File: src/rtl/vga_capture_if.sv
// vga_capture_if: VGA pins into the capture block and its recovered pixel/status outputs
//   hsync, vsync, red, green, blue : source side (driven by the master)
//   pix_valid, pix_x, pix_y, pix_rgb : recovered active-area pixel stream
//   frame_done, frame_ok, frame_sum : per-frame report
//   locked, h_err, v_err : timing lock and error pulses
interface vga_capture_if;
    logic        hsync;
    logic        vsync;
    logic [3:0]  red;
    logic [3:0]  green;
    logic [3:0]  blue;
    logic        pix_valid;
    logic [9:0]  pix_x;
    logic [9:0]  pix_y;
    logic [11:0] pix_rgb;
    logic        frame_done;
    logic        frame_ok;
    logic [15:0] frame_sum;
    logic        locked;
    logic        h_err;
    logic        v_err;
    modport master (
        output hsync, vsync, red, green, blue,
        input  pix_valid, pix_x, pix_y, pix_rgb, frame_done, frame_ok, frame_sum, locked, h_err, v_err
    );
    modport slave (
        input  hsync, vsync, red, green, blue,
        output pix_valid, pix_x, pix_y, pix_rgb, frame_done, frame_ok, frame_sum, locked, h_err, v_err
    );
endinterface

File: src/rtl/vga_capture.sv
// vga_capture: passive VGA sink recovering pixel coordinates, checking timing, checksumming frames
//   clk   : pixel clock, one pixel per cycle
//   reset : synchronous, active-high
//   vif   : slave side of vga_capture_if (sync/RGB in, pixel stream and frame status out)
module vga_capture #(
    parameter int   H_ACTIVE = 640,
    parameter int   H_FP     = 16,
    parameter int   H_SYNC   = 96,
    parameter int   H_BP     = 48,
    parameter int   V_ACTIVE = 480,
    parameter int   V_FP     = 10,
    parameter int   V_SYNC   = 2,
    parameter int   V_BP     = 33,
    parameter logic SYNC_POL = 1'b0
) (
    input logic          clk,
    input logic          reset,
    vga_capture_if.slave vif
);
    localparam int H_TOTAL = H_ACTIVE + H_FP + H_SYNC + H_BP;
    localparam int V_TOTAL = V_ACTIVE + V_FP + V_SYNC + V_BP;
    localparam logic [10:0] H_LO   = 11'(H_SYNC + H_BP);
    localparam logic [10:0] H_HI   = 11'(H_SYNC + H_BP + H_ACTIVE - 1);
    localparam logic [10:0] V_LO   = 11'(V_SYNC + V_BP);
    localparam logic [10:0] V_HI   = 11'(V_SYNC + V_BP + V_ACTIVE - 1);
    localparam logic [10:0] H_LAST = 11'(H_TOTAL - 1);
    localparam logic [10:0] V_LAST = 11'(V_TOTAL - 1);
    localparam logic [10:0] H_SW   = 11'(H_SYNC);
    localparam logic [10:0] C_MAX  = '1;
    typedef enum logic [1:0] {UNLOCKED, ONE_GOOD, LOCKED} lock_t;
    logic        hs1, hs2, vs1, vs2;
    logic [11:0] rgb1;
    logic [10:0] h_cnt, v_cnt, hw_cnt;
    logic        seen_h, seen_v, v_pend, err_flag;
    logic [15:0] acc;
    lock_t       state, state_nx;
    logic        hs_edge, vs_edge, v_edge, line_bad, frame_bad, in_act;
    logic [10:0] h_nx, v_nx, hw_nx;
    // Counters describe the pixel currently held in stage 1.
    // v_pend remembers a vsync edge until the hsync edge that qualifies it.
    always_comb begin
        hs_edge   = (hs1 == SYNC_POL) && (hs2 != SYNC_POL);
        vs_edge   = (vs1 == SYNC_POL) && (vs2 != SYNC_POL);
        v_edge    = hs_edge && (v_pend || vs_edge);
        h_nx      = hs_edge ? '0 : (h_cnt == C_MAX ? h_cnt : h_cnt + 11'd1);
        v_nx      = !hs_edge ? v_cnt : v_edge ? '0 : (v_cnt == C_MAX ? v_cnt : v_cnt + 11'd1);
        hw_nx     = hs_edge ? 11'd1 : (hs1 == SYNC_POL && hw_cnt != C_MAX) ? hw_cnt + 11'd1 : hw_cnt;
        line_bad  = hs_edge && seen_h && (h_cnt != H_LAST || hw_cnt != H_SW);
        frame_bad = v_edge && seen_v && v_cnt != V_LAST;
        in_act    = seen_v && h_nx >= H_LO && h_nx <= H_HI && v_nx >= V_LO && v_nx <= V_HI;
    end
    always_ff @(posedge clk) begin
        if (reset) begin
            hs1            <= ~SYNC_POL;
            hs2            <= ~SYNC_POL;
            vs1            <= ~SYNC_POL;
            vs2            <= ~SYNC_POL;
            rgb1           <= '0;
            h_cnt          <= '0;
            v_cnt          <= '0;
            hw_cnt         <= '0;
            seen_h         <= 1'b0;
            seen_v         <= 1'b0;
            v_pend         <= 1'b0;
            err_flag       <= 1'b0;
            acc            <= '0;
            vif.pix_valid  <= 1'b0;
            vif.pix_x      <= '0;
            vif.pix_y      <= '0;
            vif.pix_rgb    <= '0;
            vif.frame_done <= 1'b0;
            vif.frame_ok   <= 1'b0;
            vif.frame_sum  <= '0;
            vif.h_err      <= 1'b0;
            vif.v_err      <= 1'b0;
        end else begin
            hs1            <= vif.hsync;
            hs2            <= hs1;
            vs1            <= vif.vsync;
            vs2            <= vs1;
            rgb1           <= {vif.red, vif.green, vif.blue};
            h_cnt          <= h_nx;
            v_cnt          <= v_nx;
            hw_cnt         <= hw_nx;
            seen_h         <= seen_h | hs_edge;
            seen_v         <= seen_v | v_edge;
            v_pend         <= hs_edge ? 1'b0 : v_pend | vs_edge;
            err_flag       <= v_edge ? 1'b0 : err_flag | line_bad;
            // A pixel landing on the frame boundary belongs to the new frame.
            acc            <= (v_edge ? 16'd0 : acc) + (vif.pix_valid ? 16'(vif.pix_rgb) : 16'd0);
            vif.pix_valid  <= in_act;
            vif.frame_done <= v_edge && seen_v;
            vif.h_err      <= line_bad;
            vif.v_err      <= frame_bad;
            if (in_act) begin
                vif.pix_x   <= 10'(h_nx - H_LO);
                vif.pix_y   <= 10'(v_nx - V_LO);
                vif.pix_rgb <= rgb1;
            end
            if (v_edge && seen_v) begin
                vif.frame_ok  <= !(err_flag || line_bad || frame_bad);
                vif.frame_sum <= acc;
            end
        end
    end
    always_ff @(posedge clk) state <= reset ? UNLOCKED : state_nx;
    always_comb begin
        state_nx = state;
        if (vif.h_err || vif.v_err || (vif.frame_done && !vif.frame_ok))
            state_nx = UNLOCKED;
        else if (vif.frame_done)
            state_nx = (state == UNLOCKED) ? ONE_GOOD : LOCKED;
    end
    always_comb vif.locked = (state == LOCKED);
endmodule

File: src/flat_wrapper.sv
// flat-port wrapper written by rule: the top's interface ports become plain ports
module vga_capture_flat 
#(
    parameter int   H_ACTIVE = 640,
    parameter int   H_FP     = 16,
    parameter int   H_SYNC   = 96,
    parameter int   H_BP     = 48,
    parameter int   V_ACTIVE = 480,
    parameter int   V_FP     = 10,
    parameter int   V_SYNC   = 2,
    parameter int   V_BP     = 33,
    parameter logic SYNC_POL = 1'b0
)
  (clk, reset, vif_hsync, vif_vsync, vif_red, vif_green, vif_blue, vif_pix_valid, vif_pix_x, vif_pix_y, vif_pix_rgb, vif_frame_done, vif_frame_ok, vif_frame_sum, vif_locked, vif_h_err, vif_v_err);
  vga_capture_if vif_i ();
  input logic clk;
  input logic reset;
  input wire logic [$bits(vif_i.hsync)-1:0] vif_hsync;
  input wire logic [$bits(vif_i.vsync)-1:0] vif_vsync;
  input wire logic [$bits(vif_i.red)-1:0] vif_red;
  input wire logic [$bits(vif_i.green)-1:0] vif_green;
  input wire logic [$bits(vif_i.blue)-1:0] vif_blue;
  output wire logic [$bits(vif_i.pix_valid)-1:0] vif_pix_valid;
  output wire logic [$bits(vif_i.pix_x)-1:0] vif_pix_x;
  output wire logic [$bits(vif_i.pix_y)-1:0] vif_pix_y;
  output wire logic [$bits(vif_i.pix_rgb)-1:0] vif_pix_rgb;
  output wire logic [$bits(vif_i.frame_done)-1:0] vif_frame_done;
  output wire logic [$bits(vif_i.frame_ok)-1:0] vif_frame_ok;
  output wire logic [$bits(vif_i.frame_sum)-1:0] vif_frame_sum;
  output wire logic [$bits(vif_i.locked)-1:0] vif_locked;
  output wire logic [$bits(vif_i.h_err)-1:0] vif_h_err;
  output wire logic [$bits(vif_i.v_err)-1:0] vif_v_err;
  assign vif_i.hsync = vif_hsync;
  assign vif_i.vsync = vif_vsync;
  assign vif_i.red = vif_red;
  assign vif_i.green = vif_green;
  assign vif_i.blue = vif_blue;
  assign vif_pix_valid = vif_i.pix_valid;
  assign vif_pix_x = vif_i.pix_x;
  assign vif_pix_y = vif_i.pix_y;
  assign vif_pix_rgb = vif_i.pix_rgb;
  assign vif_frame_done = vif_i.frame_done;
  assign vif_frame_ok = vif_i.frame_ok;
  assign vif_frame_sum = vif_i.frame_sum;
  assign vif_locked = vif_i.locked;
  assign vif_h_err = vif_i.h_err;
  assign vif_v_err = vif_i.v_err;
  vga_capture #(.H_ACTIVE(H_ACTIVE), .H_FP(H_FP), .H_SYNC(H_SYNC), .H_BP(H_BP), .V_ACTIVE(V_ACTIVE), .V_FP(V_FP), .V_SYNC(V_SYNC), .V_BP(V_BP), .SYNC_POL(SYNC_POL)) u_core (.clk(clk), .reset(reset), .vif(vif_i));
endmodule
File: config.mk
export PLATFORM = sky130hd
export DESIGN_NAME = vga_capture_flat
export DESIGN_NICKNAME = d
export VERILOG_FILES = /design/src/rtl/vga_capture_if.sv /design/src/rtl/vga_capture.sv /design/src/flat_wrapper.sv
export SDC_FILE = /design/constraint.sdc
export NUM_CORES = 1
export LEC_CHECK = 0
export ABC_AREA = 1
export BUFFER_PORTS_ARGS = -buffer_cell sky130_fd_sc_hd__buf_2
export CORE_MARGIN = 2
export CORE_UTILIZATION = 25
export DETAILED_ROUTE_END_ITERATION = 10
export GPL_TIMING_DRIVEN = 0
export MAX_ROUTING_LAYER = met4
export RECOVER_POWER = 100
export SLEW_MARGIN = 10
export SYNTH_ARGS = -nofsm -noshare
export SYNTH_HDL_FRONTEND = slang
export SYNTH_SLANG_ARGS = --single-unit
export TNS_END_PERCENT = 50
File: constraint.sdc
create_clock -name clk -period 6.1 [get_ports clk]
set_clock_uncertainty 0.2 [all_clocks]
set_input_delay 0.915 -clock clk [delete_from_list [all_inputs] [get_ports clk]]
set_output_delay 0.915 -clock clk [all_outputs]
set_load 0.05 [all_outputs]
== Word-level counts from Yosys, hierarchy flattened ==
Index checks and enable logic that the tools add are counted.
Cells by class
  equal/unequal tests: 7
  magnitude comparators: 4
  $add $sub $neg: 6
  mux-type cells: 10
  bitwise gates (word level): 6
  reductions and logical operators: 26
Operator list (number)
  two-way mux 11 bit: 5
  adder 11 x 1 -> 11 bit (second input constant): 3
  equality test 11 bit (second input constant): 2
  <= comparator 11 x 10 -> 1 bit (second input constant): 2
  != test 11 x 10 -> 1 bit (second input constant): 2
  adder 16 bit: 1
  two-way mux 16 bit: 1
  logical AND 1 bit: 13
  two-way mux 12 bit: 1
  >= comparator 11 x 6 -> 1 bit (second input constant): 1
  >= comparator 11 x 8 -> 1 bit (second input constant): 1
  != test 11 bit (second input constant): 1
  != test 11 x 7 -> 1 bit (second input constant): 1
  subtractor 10 x 6 -> 10 bit (second input constant): 1
  subtractor 10 x 8 -> 10 bit (second input constant): 1
  logical OR 1 bit: 6
  OR reduction 2 bit: 3
  OR 1 bit: 4
  equality test 2 bit (second input constant): 1
  logical NOT 1 bit: 2
  logical NOT 2 bit: 1
  two-way mux 1 bit: 2
  two-way mux 2 bit: 1
  NOT 1 bit: 2
  nonzero test 2 bit: 1
Storage, ports and cells
  bits of input ports: 16
  output and inout port bits: 54
  flip-flop bits (word level): 124

== Logic depth before layout (Yosys ltp) ==
Gate-level depths: netlist (run 1).
  depth in word-level cells: 9
  mapped depth: 23
  depth with buffers taken out: 21

== Least setup slack after synthesis (run 1) ==
OpenSTA, ideal clock, no wires.
  kind: reg2reg
  start: register u_core.hs1
  end: register u_core.acc[14]
  buffers on the path: 2
  setup time: 115 ps
  period minus slack after synthesis: 3367 ps
  cell stages (with the launch flop): 22
  path slack: 2733 ps
  arrival time: 3052 ps
  cells stage by stage: dfxtp_1 > inv_1 > nand2_2 > inv_1 > nand2_1 > buf_2 > inv_1 > clkbuf_1 > nor2_1 > ha_1 > inv_1 > fa_1 > inv_1 > a21oi_1 > o21ai_0 > a21oi_1 > nor2_1 > a211oi_1 > o21ai_0 > nand3_1 > nand2_1 > nor2_1
Between the ends
  longest elaborated chain between the ends: 5
RTL lines
  start: declaration: RTL line vga_capture.sv:31  | logic hs1, hs2, vs1, vs2;
  start signal: assignment: RTL line vga_capture.sv:54  | hs1 <= ~SYNC_POL;
  start signal: assignment: RTL line vga_capture.sv:77  | hs1 <= vif.hsync;
  NOT 1 bit: RTL line vga_capture.sv:42  | hs_edge = (hs1 == SYNC_POL) && (hs2 != SYNC_POL);
  logical AND 1 bit: RTL line vga_capture.sv:42
  logical AND 1 bit: RTL line vga_capture.sv:44  | v_edge = hs_edge && (v_pend || vs_edge);
  two-way mux 16 bit: RTL line vga_capture.sv:90  | acc <= (v_edge ? 16'd0 : acc) + (vif.pix_valid ? 16'(vif.pix_rgb) : 16'd0);
  adder 16 bit: RTL line vga_capture.sv:90
  end signal: assignment: RTL line vga_capture.sv:90
  end: declaration: RTL line vga_capture.sv:35  | logic [15:0] acc;
No other way between the ends.
A chain may end at the register's enable or synchronous reset.

== Worst setup path after layout (run 1) ==
Ends and elaborated chain as after synthesis.

==> flow_summary.toml, run 1 <==
[status]
outcome = "complete, no violations"

[grt]
grt_max_degree = 17
grt.overflow.total = 0
globalRouteTotalUtil = 0.136
grt_pass1_wl_um = 27800
antenna_found_initial = 0
grt_pass1_vias = 5465

[finish]
final_nets = 1105
final_cells = 1409
post-route-util = 0.304
area_delta_synth_final_pct = 19.6
final_common_cell = "nand2_1"
final_cell_mix = "nand2_1 (219), inv_1 (177), nor2_1 (171), dfxtp_1 (124), clkbuf_1 (77)"
insertedDiodeCount = 0
drive_above_1_share = 0.0584

[synthesis]
yosysSeqAreaShare = 0.388
yosysTopAreaCellShare = 0.388
synth-simple-area-share = 0.328
yosysTopAreaCell = "dfxtp_1"
ys_seq_elements = 124
synth_cells = 979
synthAdderAreaFrac = 0.0461
ys_top_cells_by_area = "dfxtp_1 (39%), nand2_1 (13%), inv_1 (10%)"
synth.distinct_cells = 32
synth_warnings = 0
yosys-mux-area-fraction = 0
syn_avg_cell_area_um2 = 6.54
synth_compound_area_frac = 0.0954
synth_xor_area_frac = 0.0164
syn_nets = 1018
synthesis.area_um2 = 6400
synth_top_family_by_area = "simple AND/OR/NAND/NOR gates"

[worst_hold_path]
hp-start = "u_core.vs1$_SDFF_PP1_"
worst_hold_path_type = "register to register"

[power_and_ir_drop]
peakVddDrop_mv = 0.128
powerDensity_nw_per_um2 = 255
leakage_nw = 3.60
finalPower_mw = 1.95

[place]
place_congestion = 0.893
port_buffers = 68
dp_hpwl_um = 13100
dp.cells = 1377

[worst_setup_path]
worstPathArrival_ns = 5.02
endpoint_kind = "register"
cp.required_ns = 6.21
r2r-start = "u_core.hs1$_SDFF_PP1_"
start_kind = "register"
r2r_slack_ns = 1.19
setup.worst_path.start = "u_core.hs1$_SDFF_PP1_"
cp_max_fo = 10
timing.setup.critical_path_class = "register to register"

[cts]
cts_tree = "built"
clock_latency_ns = 0.42
cts_hold_buf = 0
postCtsSetupBuffers = 0
root_buffer = "clkbuf_16"
cts_resized = 0
htreeDepth = 4
cts-buffers-inserted = 17
clock_sinks = 124
clk_path_buf_depth = 2
clk_pin_slew_worst_paths_ns = 0.06

[drt]
ant_nets = 0
drt-total-wl_um = 17500
drc = 0
drt-initial-drc-count = 592
vias = 6134
routed_via_density = 4.35
wl_per_cell_um = 12.4
dr.pass1.iters = 5

[timing]
tns_ns = 0
max_freq_mhz = 203
setup_viol = 0
worst_slew_pin_slew_ns = 0.703
slew_violations = 0
period_minus_slack_ns = 4.91
finalHoldViolations = 0
rsz0062_at_grt = "false"
period_share = 0.806
maxSlewHeadroom = 0.531

[floorplanning]
num_io_pins = 70
rows = 58
die_h_um = 164
start_util = 0.254
die_area_um2 = 26900
chipWidth_um = 164
coreArea_um2 = 25200

[flow_run]
maxCapViolations = 0
-- worst paths after layout --
path	end	depth (start not counted)
hold / removal	u_core.vs2$_SDFF_PP1_	2
setup / recovery	u_core.acc[14]$_SDFF_PP0_	21
setup reg to reg	u_core.acc[14]$_SDFF_PP0_	21
hold reg to reg	u_core.vs2$_SDFF_PP1_	2
-- registers in the layout, summed over array words and instances, names as in the netlist, 2 cells and up --
name and flops:
u_core.acc 16, u_core.h_cnt 11, u_core.hw_cnt 11, u_core.rgb1 12, u_core.state 2, u_core.v_cnt 11, u_core.vif.frame_sum 16, u_core.vif.pix_rgb 12
u_core.vif.pix_x 10, u_core.vif.pix_y 10
-- metal layers --
metal | up-vias | global-route usage | wire length (µm)
met5 | - | - | 0
met3 | 28 | 0.0338 | 1030
met2 | 184 | 0.192 | 7320
met1 | 2718 | 0.189 | 8740
met4 | 0 | 0.0463 | 399
li1 | 3204 | - | -
-- synthesized netlist by cell type --
master	number
inv_2	1
o21bai_1	1
nor4_1	4
fa_1	1
or2_2	3
buf_2	5
a21oi_1	57
nor2_2	6
a31oi_1	2
nand3_4	2
ha_1	22
a21boi_0	1
a211oi_1	2
buf_6	4
o21a_1	2
xor2_1	10
nor2_1	170
nor2_4	1
clkbuf_1	14
inv_1	176
xnor2_1	2
dfxtp_1	124
nand3_1	62
o21ai_0	50
nand3b_1	4
nor3_1	12
a21oi_2	2
nand4_1	10
nand3_2	4
nand2_2	2
nand2_1	218
buf_1	5
-- metrics by stage --
stage / worst slack, ns / area [µm²] / hold slack (ns)
6_report: 1.19 / 7650 / 0.218
2_1_floorplan: 2.73 / 6400 / 0.192
4_1_cts: 1.72 / 7760 / 0.221
5_1_grt: 0.709 / 7650 / 0.251
3_3_place_gp: 1.77 / 7150 / 0.208
3_5_place_dp: 1.76 / 7150 / 0.205
-- area by class of cell --
class                      instances  area [µm²]
sequential                       124        2480
timing repair buffer              68         273
tap                              330         413
inverter                         177         664
clock buffer                      19         443
clock inverter                    13         168
buffer                            28         128
multi-input combinational        650        3080
fill                            2782       17500
-- worst max-delay path, cell delays in order (launching register included) --
cell and delay, ns:
dfxtp_1 0.31, inv_1 0.08, nand2_1 0.37, inv_1 0.22
nand2_1 0.26, clkbuf_1 0.44, inv_1 0.26, clkbuf_1 0.31
nor2_1 0.16, ha_1 0.18, inv_1 0.06, fa_1 0.35
inv_1 0.09, a21oi_1 0.07, o21ai_0 0.40, a21oi_1 0.20
nor2_1 0.13, a211oi_1 0.08, o21ai_0 0.38, nand3_1 0.12
nand2_1 0.08, nor2_1 0.04
-- report_power, final --
| group | internal [mW] | switching, mW | total (mW) |
|---|---|---|---|
| combinational | 0.0223 | 0.0599 | 0.0822 |
| clock | 0.655 | 0.386 | 1.04 |
| sequential | 0.821 | 0.00657 | 0.828 |
-- cells by family (layout without fill, tap and decap cells) --
logic type,after synthesis,in the layout
simple gates,498,498
flops,124,124
buf+inv,205,305
xor+xnor,12,12
fa+ha+maj,23,23
compound gates,117,117
Power figures use the tool's default switching activity.
==> inputs of run 2 (changes only) <==
--- a/config.mk
+++ b/config.mk
@@ -5,7 +5,7 @@
 export SDC_FILE = /design/constraint.sdc
 export NUM_CORES = 1
 export LEC_CHECK = 0
-export ABC_AREA = 1
+export ABC_AREA = 0
 export BUFFER_PORTS_ARGS = -buffer_cell sky130_fd_sc_hd__buf_2
 export CORE_MARGIN = 2
 export CORE_UTILIZATION = 25
==> constraint.sdc (replaced) <==
create_clock -name clk -period 4.4 [get_ports clk]
set_clock_uncertainty 0.2 [all_clocks]
set_input_delay 0.66 -clock clk [delete_from_list [all_inputs] [get_ports clk]]
set_output_delay 0.66 -clock clk [all_outputs]
set_load 0.05 [all_outputs]
==> flow_summary.toml, run 2 <==
[status]
outcome = "complete, no violations"

[worst_setup_path]
cp_top_family = "compound AO/OA/AOI/OAI gates"
cp.required_ns = 4.55
timing.setup.critical_path_class = "register to register"
crit_path_max_incr_delay_ns = 0.57
crit_buf_inv = 2
worstPathArrival_ns = 4.08
crit_slowest_cell = "o31ai_1"
worstPathCellList = "ha_1, nand4_1, o31ai_1, mux2i_1, nor2_1, ha_1, inv_1, nor2_1, a2111oi_2, a31o_4, nor2_1, buf_6, o21ai_0"
endpoint_kind = "register"
start_kind = "register"
cp_max_fo = 10
cpMostUsedCell = "nor2_1"

[synthesis]
syn_nets = 750
ys_top_cells_by_area = "dfxtp_1 (40%), a21oi_1 (5.1%), ha_1 (4.5%)"
yosysTopAreaCell = "dfxtp_1"
synth_cells = 711
syn_avg_cell_area_um2 = 8.68
yosysMostFrequentCell = "dfxtp_1"
synth.distinct_cells = 79
synthesis.area_um2 = 6170
ys_seq_elements = 124
synth-async-reset-ratio = 0
synth_edf_count = 0
synth_warnings = 0
synthTopCellsByCount = "dfxtp_1 (124), nand2_1 (68), nor2_1 (66), a21oi_1 (63), nand3_1 (33)"
yosysTopAreaCellShare = 0.402
synth_top_flop_cell = "dfxtp_1"
yosysSeqAreaShare = 0.402

[floorplanning]
coreArea_um2 = 24200
die_area_um2 = 26000
rows = 57
num_io_pins = 70
chipWidth_um = 161
die_h_um = 161
start_util = 0.255

[drt]
ant_nets = 0
wl_per_cell_um = 14.7
drc = 0
vias = 5360
routed_via_density = 4.72
drt-total-wl_um = 16700
dr.pass1.iters = 6
drt-initial-drc-count = 311

[place]
port_buffers = 68
dpl_cell_area_um2 = 6920
place_congestion = 0.845
dp_hpwl_um = 12500

[finish]
post-route-util = 0.305
fillers = 2651
drive_above_1_share = 0.121
insertedDiodeCount = 0
reg_top3 = "u_core.acc: 16 flops, u_core.vif.frame_sum: 16 flops"
area_delta_synth_final_pct = 19.9
final_nets = 837
final_cell_mix = "dfxtp_1 (124), clkbuf_1 (75), nand2_1 (68), nor2_1 (67), a21oi_1 (63)"
final_common_cell = "dfxtp_1"
design_area_um2 = 7400

[cts]
cts-buffers-inserted = 17
clk_path_buf_depth = 2
cts_tree = "built"
postCtsSetupBuffers = 0
clock_sinks = 124
root_buffer = "clkbuf_16"
clock_latency_ns = 0.42
cts_hold_buf = 0
htreeDepth = 4
clk_pin_slew_worst_paths_ns = 0.06
cts_resized = 0

[timing]
slew_violations = 0
tns_ns = 0
max_freq_mhz = 254
finalHoldViolations = 0
setup_viol = 0
rsz0062_at_grt = "false"
period_share = 0.894
period_minus_slack_ns = 3.93
maxSlewHeadroom = 0.458
worst_slew_pin_slew_ns = 0.793

[power_and_ir_drop]
peakVddDrop_mv = 0.275
leakage_nw = 2.71
powerDensity_nw_per_um2 = 372

[grt]
grt.overflow.total = 0
grt_pass1_wl_um = 26700
globalRouteTotalUtil = 0.134
grt_max_degree = 17
grt_pass1_vias = 5107
antenna_found_initial = 0

[worst_hold_path]
worst_hold_path_type = "input port to register"

[flow_run]
maxCapViolations = 0
-- run 2: cell types whose count changed in the layout (fill, tap and decap cells not counted), sizes merged, moves of 9 or more --
| cell | delta |
|---|---|
| inv | -157 |
| nand2 | -152 |
| nor2 | -109 |
| nand3 | -32 |
| and2 | +30 |
| nor2b | +19 |
| xnor2 | +15 |
| and3 | +13 |
| o21ai | -13 |
| buf | +12 |
| a31oi | +9 |
-- run 2: report_power, final --
group          switching [mW]  internal [mW]  leakage, nW
Combinational          0.0681         0.0345         1.42
Clock                   0.540          0.962        0.291
Sequential            0.00938           1.14         1.00
-- run 2: cell type report --
type | count | area, µm² | share of cell area
multi-input combinational | 528 | 3300 | 0.446
sequential | 124 | 2480 | 0.335
clock buffer | 18 | 439 | 0.0593
tap | 324 | 405 | 0.0548
timing repair buffer | 68 | 273 | 0.0369
buffer | 40 | 234 | 0.0316
clock inverter | 14 | 193 | 0.0260
inverter | 19 | 71.3 | 0.00964
-- run 2: routing by layer --
| metal | GRT usage | share of wire |
|---|---|---|
| met5 | - | 0 |
| met4 | 0.0511 | 0.020 |
| met3 | 0.0221 | 0.045 |
| met2 | 0.212 | 0.46 |
| met1 | 0.174 | 0.48 |
-- run 2: metrics by stage --
stage	total power, mW	hold slack [ns]	setup slack, ns	cells
floorplan	1.24	0.208	1.19	711
global route	2.83	0.207	0.128	1135
detailed placement	1.28	0.225	0.632	1103
CTS	2.77	0.205	0.599	1135
finish	2.75	0.219	0.467	1135
global placement	1.27	0.218	0.664	1103
-- run 2: worst register-to-register path: stages, from the launching register on --
cell       delay, ns
dfxtp_1         0.41
ha_1            0.24
nand4_1         0.27
o31ai_1         0.57
mux2i_1         0.36
nor2_1          0.10
ha_1            0.27
inv_1           0.09
nor2_1          0.05
a2111oi_2       0.52
a31o_4          0.23
nor2_1          0.16
buf_6           0.20
o21ai_0         0.17
-- run 2: logic make-up (layout without fill, tap and decap cells) --
logic type               after synthesis  after routing  synth area share
buffers and inverters                 59            159            0.0527
multiplexers                           7              7            0.0126
flip-flops                           124            124             0.402
AO/OA/AOI/OAI                        166            166             0.188
XOR/XNOR                              31             31            0.0440
adder cells (fa/ha/maj)               23             23            0.0478
AND/OR/NAND/NOR                      301            301             0.253
-- run 2: final timing paths --
| path | startpoint | cells past startpoint | slack, ns | endpoint |
|---|---|---|---|---|
| worst min register to register | u_core.vs1$_SDFF_PP1_ | 1 | 0.23 | u_core.vs2$_SDFF_PP1_ |
| worst min-delay path | vif_hsync | 2 | 0.22 | u_core.hs1$_SDFF_PP1_ |
| worst max-delay path | u_core.v_cnt[1]$_SDFF_PP0_ | 13 | 0.47 | u_core.vif.pix_x[2]$_SDFFE_PP0P_ |
| worst max register to register | u_core.v_cnt[1]$_SDFF_PP0_ | 13 | 0.47 | u_core.vif.pix_x[2]$_SDFFE_PP0P_ |
==> inputs of run 3 (changes only) <==
--- a/config.mk
+++ b/config.mk
@@ -6,10 +6,11 @@
 export NUM_CORES = 1
 export LEC_CHECK = 0
 export ABC_AREA = 0
-export BUFFER_PORTS_ARGS = -buffer_cell sky130_fd_sc_hd__buf_2
+export CAP_MARGIN = 5
 export CORE_MARGIN = 2
 export CORE_UTILIZATION = 25
 export DETAILED_ROUTE_END_ITERATION = 10
+export DONT_BUFFER_PORTS = 1
 export GPL_TIMING_DRIVEN = 0
 export MAX_ROUTING_LAYER = met4
 export RECOVER_POWER = 100
==> flow_summary.toml, run 3 (same netlist as run 2, synthesis figures left out) <==
[power_and_ir_drop]
sequentialPowerShare = 0.420
p_sw_uw = 601
comb_power_share = 0.035
switching_share = 0.220
powerDensity_nw_per_um2 = 383
finalPower_mw = 2.73
intPower_mw = 2.13
peakVddDrop_mv = 0.274
leakage_nw = 2.59
clkPwrFrac = 0.545

[worst_hold_path]
worst_hold_path_type = "input port to register"

[drt]
drt-initial-drc-count = 291
routed_via_density = 4.75
drt-total-wl_um = 16600
vias = 5069
ant_nets = 0
dr.pass1.iters = 5
wl_per_cell_um = 15.6
drc = 0

[timing]
period_minus_slack_ns = 3.98
finalHoldViolations = 0
worst_slew_pin_slew_ns = 0.989
period_share = 0.904
maxSlewHeadroom = 0.340
tns_ns = 0
max_freq_mhz = 251
rsz0062_at_grt = "false"
slew_violations = 0
setup_viol = 0
fin_hold_ws_ns = 0.141

[cts]
clk_path_buf_depth = 2
htreeDepth = 4
root_buffer = "clkbuf_16"
cts_hold_buf = 0
cts_tree = "built"
cts_resized = 0
clock_latency_ns = 0.42
cts-buffers-inserted = 17
clk_pin_slew_worst_paths_ns = 0.06
postCtsSetupBuffers = 0
clock_sinks = 124

[grt]
grt_pass1_vias = 5050
globalRouteTotalUtil = 0.138
grt.overflow.total = 0
grt_max_degree = 17
antenna_found_initial = 0
grt_pass1_wl_um = 27100

[worst_setup_path]
worstPathArrival_ns = 4.11
start_kind = "register"
cp.required_ns = 4.53
endpoint_kind = "register"
cp_max_fo = 10
timing.setup.critical_path_class = "register to register"

[floorplanning]
rows = 57
num_io_pins = 70
die_h_um = 161
chipWidth_um = 161
die_area_um2 = 26000
start_util = 0.255
coreArea_um2 = 24200

[finish]
drive_above_1_share = 0.113
final_nets = 769
reg_top3 = "u_core.acc: 16 flops, u_core.vif.frame_sum: 16 flops"
final_common_cell = "dfxtp_1"
final_cell_mix = "dfxtp_1 (124), nand2_1 (68), nor2_1 (67), a21oi_1 (63), nand3_1 (33)"
area_delta_synth_final_pct = 15.5
insertedDiodeCount = 0

[place]
port_buffers = 0
place_congestion = 0.868
dp_hpwl_um = 12500

[flow_run]
maxCapViolations = 0

[status]
outcome = "complete, no violations"
==> run 3: cell types whose count changed in the layout (fill, tap and decap cells not counted), sizes merged <==
cell / before / now
clkbuf: 93 / 40
buf: 32 / 17
clkinv: 2 / 6
clkinvlp: 6 / 4
inv: 21 / 19
==> run 3: worst max-delay path, stage by stage (launching register included) <==
cell      delay, ns
dfxtp_1        0.43
ha_1           0.24
and3_1         0.16
clkbuf_1       0.27
nand4_1        0.38
a211o_1        0.48
ha_1           0.22
and3_1         0.14
a32o_2         0.29
o211ai_4       0.32
nor2_1         0.22
clkbuf_1       0.27
a211oi_1       0.25
==> run 3: path summary, 6_finish.rpt <==
kind,from,to,slack (ns),cells past startpoint
max reg2reg,u_core.h_cnt[1]$_SDFF_PP0_,u_core.vif.pix_y[9]$_SDFFE_PP0P_,0.42,12
min,vif_hsync,u_core.hs1$_SDFF_PP1_,0.14,1
max,u_core.h_cnt[1]$_SDFF_PP0_,u_core.vif.pix_y[9]$_SDFFE_PP0P_,0.42,12
min reg2reg,u_core.vs1$_SDFF_PP1_,u_core.vs2$_SDFF_PP1_,0.24,1
==> run 3: final cells by class <==
type | instances | area (µm²)
clock buffers | 18 | 439
multi-input cells | 528 | 3310
plain buffers | 40 | 226
inverters | 19 | 71.3
flip-flops and latches | 124 | 2480
well taps | 324 | 405
fillers | 2640 | 17100
clock inverters | 14 | 195
==> run 3: power groups by stage <==
stage               Sequential, mW  Clock, mW  Combinational [mW]
CTS                           1.15       1.51              0.0991
detailed placement            1.17          0              0.0980
global route                  1.15       1.57               0.109
finish                        1.15       1.49              0.0958
floorplan                     1.17          0              0.0707
global placement              1.17          0              0.0977
==> run 3: per-stage QoR <==
stage	util	setup slack (ns)	area [µm²]	std cells
after global routing	0.294	0.104	7130	1067
after floorplan	-	1.19	6170	711
after global placement	0.271	0.673	6580	1035
final	0.294	0.422	7130	1067
after CTS	0.297	0.679	7210	1067
after detailed placement	0.271	0.722	6580	1035
==> run 3: metal layers <==
metal,vias up,global-route usage,part of all wire
met3,33,0.0429,0.073
met5,-,-,0
met4,0,0.0605,0.029
met2,129,0.209,0.45
li1,2561,-,-
met1,2346,0.169,0.45
